[src/rtl/wgt_stream_server_pkg.sv]
// Shared types and constants for the weight stream server and its bank.
package wgt_stream_server_pkg;

  typedef enum logic [1:0] {
    EMPTY   = 2'd0,
    LOADING = 2'd1,
    READY   = 2'd2
  } wgt_state_t;

  localparam int unsigned FC_LANES = 8;
  localparam int unsigned FC_BUS_W = 64;

  function automatic int unsigned DEPTH_OF(input int unsigned co, input int unsigned ci,
                                           input int unsigned k);
    return co * ci * k * k;
  endfunction

endpackage

[src/rtl/wgt_bank.sv]
// Single-write, single-read register bank with a registered read port.
module wgt_bank #(
  parameter int unsigned WIDTH = 8,
  parameter int unsigned ROWS  = 242,
  parameter int unsigned ROW_W = 8
) (
  input  logic             clk1,
  input  logic             i_wr_en,
  input  logic [ROW_W-1:0] i_wr_row,
  input  logic [WIDTH-1:0] i_wr_data,
  input  logic             i_rd_en,
  input  logic [ROW_W-1:0] i_rd_row,
  output logic [WIDTH-1:0] o_rd_data
);

  logic [WIDTH-1:0] r_mem [ROWS];
  logic [WIDTH-1:0] r_rd;

  // Contents are deliberately not reset; the top masks reads until a beat is valid.
  always_ff @(posedge clk1) begin
    if (i_wr_en) r_mem[i_wr_row] <= i_wr_data;
    if (i_rd_en) r_rd <= r_mem[i_rd_row];
  end

  assign o_rd_data = r_rd;

endmodule

[src/rtl/wgt_stream_server.sv]
// Weight-read responder: host-loaded storage streamed LANES weights per request, 1-cycle latency.
module wgt_stream_server
  import wgt_stream_server_pkg::*;
#(
  parameter int unsigned WEIGHT_WIDTH = 8,
  parameter int unsigned LANES        = 1,
  parameter int unsigned DEPTH        = DEPTH_OF(2, 1, 11),
  parameter int unsigned ADDR_WIDTH   = 18
) (
  input  logic                          clk1,
  input  logic                          rst_n,
  input  logic                          wr_en,
  input  logic [ADDR_WIDTH-1:0]         wr_addr,
  input  logic [WEIGHT_WIDTH-1:0]       wr_data,
  input  logic                          load_done,
  input  logic                          start,
  input  logic                          rd_req,
  output logic [LANES*WEIGHT_WIDTH-1:0] rd_data,
  output logic                          rd_valid,
  output logic                          wrap,
  output logic                          ready,
  output logic                          err
);

  localparam int unsigned ROWS  = (DEPTH + LANES - 1) / LANES;
  localparam int unsigned ROW_W = (ROWS > 1) ? $clog2(ROWS) : 1;
  localparam int unsigned PW    = ADDR_WIDTH + 1;

  wgt_state_t r_state, w_state_nxt;

  logic [ADDR_WIDTH-1:0]         r_ptr, w_ptr_nxt, w_base, w_wr_lane;
  logic [PW-1:0]                 w_base_end;
  logic [ROW_W-1:0]              w_wr_row, w_rd_row;
  logic [LANES-1:0]              r_lane_ok, w_lane_ok;
  logic [LANES*WEIGHT_WIDTH-1:0] w_bank_q;
  logic                          r_valid, r_wrap, r_err, w_err_nxt;
  logic                          w_serve, w_last, w_wr_ok;

  // start rewinds before the same-cycle request is served.
  assign w_base     = start ? '0 : r_ptr;
  assign w_base_end = {1'b0, w_base} + PW'(LANES);
  assign w_last     = w_base_end >= PW'(DEPTH);
  assign w_serve    = rd_req && (r_state == READY);
  assign w_wr_ok    = wr_en && (r_state != READY) && (wr_addr < ADDR_WIDTH'(DEPTH));
  assign w_wr_row   = ROW_W'(wr_addr / ADDR_WIDTH'(LANES));
  assign w_wr_lane  = wr_addr % ADDR_WIDTH'(LANES);
  assign w_rd_row   = ROW_W'(w_base / ADDR_WIDTH'(LANES));

  for (genvar b = 0; b < LANES; b++) begin : g_bank
    wgt_bank #(
      .WIDTH(WEIGHT_WIDTH),
      .ROWS (ROWS),
      .ROW_W(ROW_W)
    ) u_bank (
      .clk1     (clk1),
      .i_wr_en  (w_wr_ok && (w_wr_lane == ADDR_WIDTH'(b))),
      .i_wr_row (w_wr_row),
      .i_wr_data(wr_data),
      .i_rd_en  (w_serve),
      .i_rd_row (w_rd_row),
      .o_rd_data(w_bank_q[b*WEIGHT_WIDTH +: WEIGHT_WIDTH])
    );
  end

  always_ff @(posedge clk1 or negedge rst_n) begin
    if (!rst_n) r_state <= EMPTY;
    else        r_state <= w_state_nxt;
  end

  always_comb begin
    w_state_nxt = r_state;
    case (r_state)
      EMPTY:   if (load_done) w_state_nxt = READY;
               else if (wr_en) w_state_nxt = LOADING;
      LOADING: if (load_done) w_state_nxt = READY;
      READY:   w_state_nxt = READY;
      default: w_state_nxt = EMPTY;
    endcase
  end

  always_comb begin
    w_ptr_nxt = r_ptr;
    if (w_serve)    w_ptr_nxt = w_last ? '0 : w_base_end[ADDR_WIDTH-1:0];
    else if (start) w_ptr_nxt = '0;
    w_err_nxt = r_err
              | (wr_en && ((r_state == READY) || (wr_addr >= ADDR_WIDTH'(DEPTH))))
              | (rd_req && (r_state != READY));
    for (int i = 0; i < LANES; i++) begin
      w_lane_ok[i] = ({1'b0, w_base} + PW'(i)) < PW'(DEPTH);
    end
  end

  always_ff @(posedge clk1 or negedge rst_n) begin
    if (!rst_n) begin
      r_ptr     <= '0;
      r_valid   <= 1'b0;
      r_wrap    <= 1'b0;
      r_err     <= 1'b0;
      r_lane_ok <= '0;
    end else begin
      r_ptr     <= w_ptr_nxt;
      r_valid   <= w_serve;
      r_wrap    <= w_serve && w_last;
      r_err     <= w_err_nxt;
      r_lane_ok <= w_lane_ok;
    end
  end

  // Bus must be zero when idle: the consumer ORs/accumulates on it.
  always_comb begin
    ready    = (r_state == READY);
    rd_valid = r_valid;
    wrap     = r_wrap;
    err      = r_err;
    rd_data  = '0;
    for (int i = 0; i < LANES; i++) begin
      if (r_valid && r_lane_ok[i]) begin
        rd_data[i*WEIGHT_WIDTH +: WEIGHT_WIDTH] = w_bank_q[i*WEIGHT_WIDTH +: WEIGHT_WIDTH];
      end
    end
  end

endmodule

[config.mk]
export PLATFORM = sky130hd
export DESIGN_NAME = wgt_stream_server
export DESIGN_NICKNAME = d
export VERILOG_FILES = /design/src/rtl/wgt_stream_server_pkg.sv /design/src/rtl/wgt_bank.sv /design/src/rtl/wgt_stream_server.sv
export SDC_FILE = /design/constraint.sdc
export NUM_CORES = 2
export LEC_CHECK = 0
export ABC_AREA = 0
export BUFFER_PORTS_ARGS = -buffer_cell sky130_fd_sc_hd__buf_4
export CAP_MARGIN = 20
export CORE_MARGIN = 4
export CORE_UTILIZATION = 35
export CTS_CLUSTER_DIAMETER = 50
export DETAILED_ROUTE_END_ITERATION = 10
export PLACE_DENSITY = 0.46
export SETUP_SLACK_MARGIN = 0.1
export SYNTH_ARGS = -nofsm -noshare
export SYNTH_HDL_FRONTEND = slang
export SYNTH_SLANG_ARGS = --single-unit
[constraint.sdc]
create_clock -name clk1 -period 10.15 [get_ports clk1]
set_input_delay 2.03 -clock clk1 [delete_from_list [all_inputs] [get_ports clk1]]
set_output_delay 2.03 -clock clk1 [all_outputs]
set_load 0.01 [all_outputs]
==> flow_summary.yaml <==
route:
  wl_per_cell_um: 33.4
  drt-total-wl_um: 279000
  viasPerCell: 5.75
  vias: 48095
  drc: 0
  drtAntennaViolNets: 0
  dr.pass1.iters: 6
  drtIter0Drc: 5482
logic_synthesis:
  synth_compound_area_share_pct: 8.06
  synth_top_area_share_pct: 74.0
  synth_cell_types: 76
  avgSynthCellArea_sq_um: 15.4
  synth_xor_xnor_area_share_pct: 0.0444
  postSynth.asyncResetShare_pct: 1.22
  synth_top_family_by_area: "compound AO/OA/AOI/OAI gates"
  synth.area.mux_share_pct: 7.34
  yosys.area_share.adder_pct: 0.0952
  yosys.area_share.simple_pct: 7.25
  synth_warnings: 0
  syn-num-nets: 5161
  synth_flop_cell: "edfxtp_1"
  synth_edf_count: 1944
  synth_seq_area_share_pct: 74.8
  netlist_instances: 5123
  syn_area_sq_mm: 0.0789
  synth_top_cell_by_area: "edfxtp_1"
  synth_seq_cells: 1968
  yosys-top-cells-area: "edfxtp_1, mux2i_1, nand2_1"
pwr:
  power.switching_mw: 5.64
  p_int_mw: 14.7
  p_leak_nw: 28.1
  p_comb_share_pct: 15.2
  clkPwrFrac_pct: 40.4
  switching_share_pct: 27.8
  total_power_mw: 20.3
  p_per_area_mw_per_mm2: 226
  peakVddDrop_uv: 155
  p_seq_share_pct: 44.4
cells_and_area:
  nets: 5218
  fin_area_sq_mm: 0.0900
  regArea_sq_mm: 0.0590
  postLayoutCoreUtil_pct: 40.1
  multiInputGateArea_sq_mm: 0.0182
  drive_gt1_share_pct: 11.9
  fillers: 20557
  area_delta_synth_final_pct: 14.1
floorplan:
  die_h_um: 483
  coreArea_sq_mm: 0.224
  ios: 44
  initial_core_util_pct: 35.1
  die_area_sq_mm: 0.233
  die_x_um: 483
  num_rows: 174
timing:
  setup_violations: 0
  slew_headroom_pct: 16.0
  rsz0062_at_grt: "no"
  finalSetupTns_ns: 0
  period_needed_ns: 6.56
  max_freq_mhz: 152
  hold_violations: 0
  skew_ns: 0.0715
  worstMarginPinSlew_ns: 1.26
  hold-worst-slack_ns: 0.567
  fin_crit_sh_pct: 64.6
  finalMaxSlewViolations: 0
setup_path:
  cp_max_fo: 120
  r2r_start: "r_ptr[0]"
  cp_data_required_time_ns: 10.75
  r2r_slack_ns: 4.28
  critPathLaunchType: "input port"
  crit_type: "input port to flip-flop"
  arrival_ns: 7.16
  cp-end-kind: "flip-flop"
  r2r_cells: 9
  timing.rr.end: "g_bank[0].u_bank.o_rd_data[3]"
clock_network:
  cts_made_buffers: 226
  post_cts_buffers: 0
  cts_num_sinks: 1968
  cts.hold.buffers_added: 0
  h-tree-depth: 4
  clock-root-buffer: "clkbuf_16"
  cts-resized-gates: 0
  cts.path.max_buffers: 3
  insertion_delay_ns: 0.88
  cts_tree: "built"
  clk_pin_slew_ns: 0.06
grt:
  grt_pass1_vias: 47006
  track_usage_pct: 23.6
  antenna_found_initial: 12
  grt_max_degree: 149
  grt_pass1_wl_um: 387000
  grt_remaining_overflow: 0
place:
  gp_congestion: 0.843
  post_dp_cell_area_sq_mm: 0.0826
  hpwl_um: 163000
  io_buffers: 43
hold_path:
  timing.hold.worst_endpoint: "r_ptr[13]"
  hold_depth: 1
  min_from: "r_ptr[13]"
  holdCritPathClass: "flip-flop to flip-flop"
outcome:
  status: "finished, final reports clean"
job:
  drv_cap: 0
==> layout make-up <==
cell class	instances	share of cell area, %
inverter	15	0.0889
antenna	5	0.0139
clock inverter	148	1.77
clock buffer	268	6.50
timing repair buffer	183	1.77
multi-input combinational	2786	20.2
tap	2992	4.16
sequential	1968	65.5
==> worst max-delay path: stages <==
cell	delay, ns
buf_4	0.27
nand2b_4	0.40
inv_16	0.46
buf_4	0.81
mux4_2	0.62
nor2_1	0.10
o22ai_1	0.17
a221oi_1	0.92
o2111ai_1	0.61
and3_1	0.38
==> flip-flops by register name, indices dropped and copies added, names as in the netlist <==
name                     count
rd_valid                     1
g_bank.u_bank.o_rd_data      8
r_ptr                       18
err                          1
wrap                         1
r_state                      2
r_lane_ok                    1
g_bank.u_bank.r_mem       1936
==> power by group through the flow <==
stage	Clock [mW]	Sequential [mW]	Combinational, mW
global route	8.68	9.01	3.24
finish	8.20	9.02	3.09
floorplan	0	9.12	1.91
global placement	0	9.19	3.09
CTS	8.31	9.02	3.10
detailed placement	0	9.19	3.09
==> Yosys cell counts, drive strengths merged, types with 4 or more instances <==
| library cell | n |
|---|---|
| a31oi | 99 |
| a22oi | 16 |
| or2 | 4 |
| mux2i | 437 |
| o32ai | 5 |
| buf | 231 |
| o41ai | 5 |
| nand2b | 9 |
| or3 | 14 |
| mux4 | 51 |
| o211ai | 11 |
| o22ai | 169 |
| nand2 | 607 |
| nand3b | 5 |
| clkbuf | 123 |
| a221oi | 14 |
| o221ai | 80 |
| a21oi | 206 |
| nor3 | 26 |
| and3 | 23 |
| edfxtp | 1944 |
| o2111ai | 18 |
| a32oi | 9 |
| o21ai | 126 |
| nor4 | 30 |
| a21o | 4 |
| ha | 6 |
| o311ai | 12 |
| mux2 | 24 |
| a311oi | 47 |
| o32a | 4 |
| nand3 | 118 |
| a211oi | 107 |
| nor2b | 120 |
| dfrtp | 24 |
| nor2 | 316 |
| inv | 12 |
| nand4 | 15 |
| or4 | 4 |
| xnor2 | 4 |
| o2bb2ai | 4 |
| a2111oi | 4 |
==> logic make-up (layout without fill, tap and decap cells) <==
family | count (synthesis) | after routing
DFF | 1968 | 1968
and+or+nand+nor | 1301 | 1301
AOI/OAI and AO/OA | 963 | 963
muxes | 512 | 512
buffers and inverters | 369 | 614
adders and majority gates | 6 | 6
xor gates and xnor gates | 4 | 4
other | 0 | 5
==> how the worst max path moves through the flow <==
| stage | startpoint | end | depth (start not counted) |
|---|---|---|---|
| finish | start | g_bank[0].u_bank.o_rd_data[3] | 10 |
| global route | start | g_bank[0].u_bank.o_rd_data[3] | 10 |
| CTS | start | g_bank[0].u_bank.o_rd_data[3] | 10 |
| detailed placement | start | g_bank[0].u_bank.o_rd_data[3] | 10 |
| global placement | start | g_bank[0].u_bank.o_rd_data[3] | 10 |
| floorplan | start | r_ptr[5] | 17 |
==> through the flow <==
step / instances / setup slack, ns
2_1_floorplan: 5123 / 5.07
3_3_place_gp: 7937 / 2.19
3_5_place_dp: 7943 / 3.03
4_1_cts: 8359 / 3.94
5_1_grt: 8361 / 3.80
6_report: 8365 / 3.59
==> cells in the final DEF, fill, tap and decap left out, types with 99 or more instances in the layout <==
cell type	count
mux2i_1	437
a211oi_1	107
nor2b_1	114
o22ai_1	169
buf_4	159
edfxtp_1	1944
nand3_1	112
a21oi_1	206
a31oi_1	99
nand2_1	600
o21ai_0	119
nor2_1	311
clkbuf_16	228
==> routing by layer <==
| metal | vias to the layer above | track usage [%] | part of all wire, % |
|---|---|---|---|
| li1 | 20175 | - | - |
| met1 | 25403 | 33.1 | 43 |
| met2 | 2092 | 37.2 | 47 |
| met3 | 425 | 4.25 | 7.4 |
| met4 | 0 | 7.43 | 3.0 |
| met5 | - | 0 | 0 |
No activity file was read; power rests on OpenSTA's default activity.
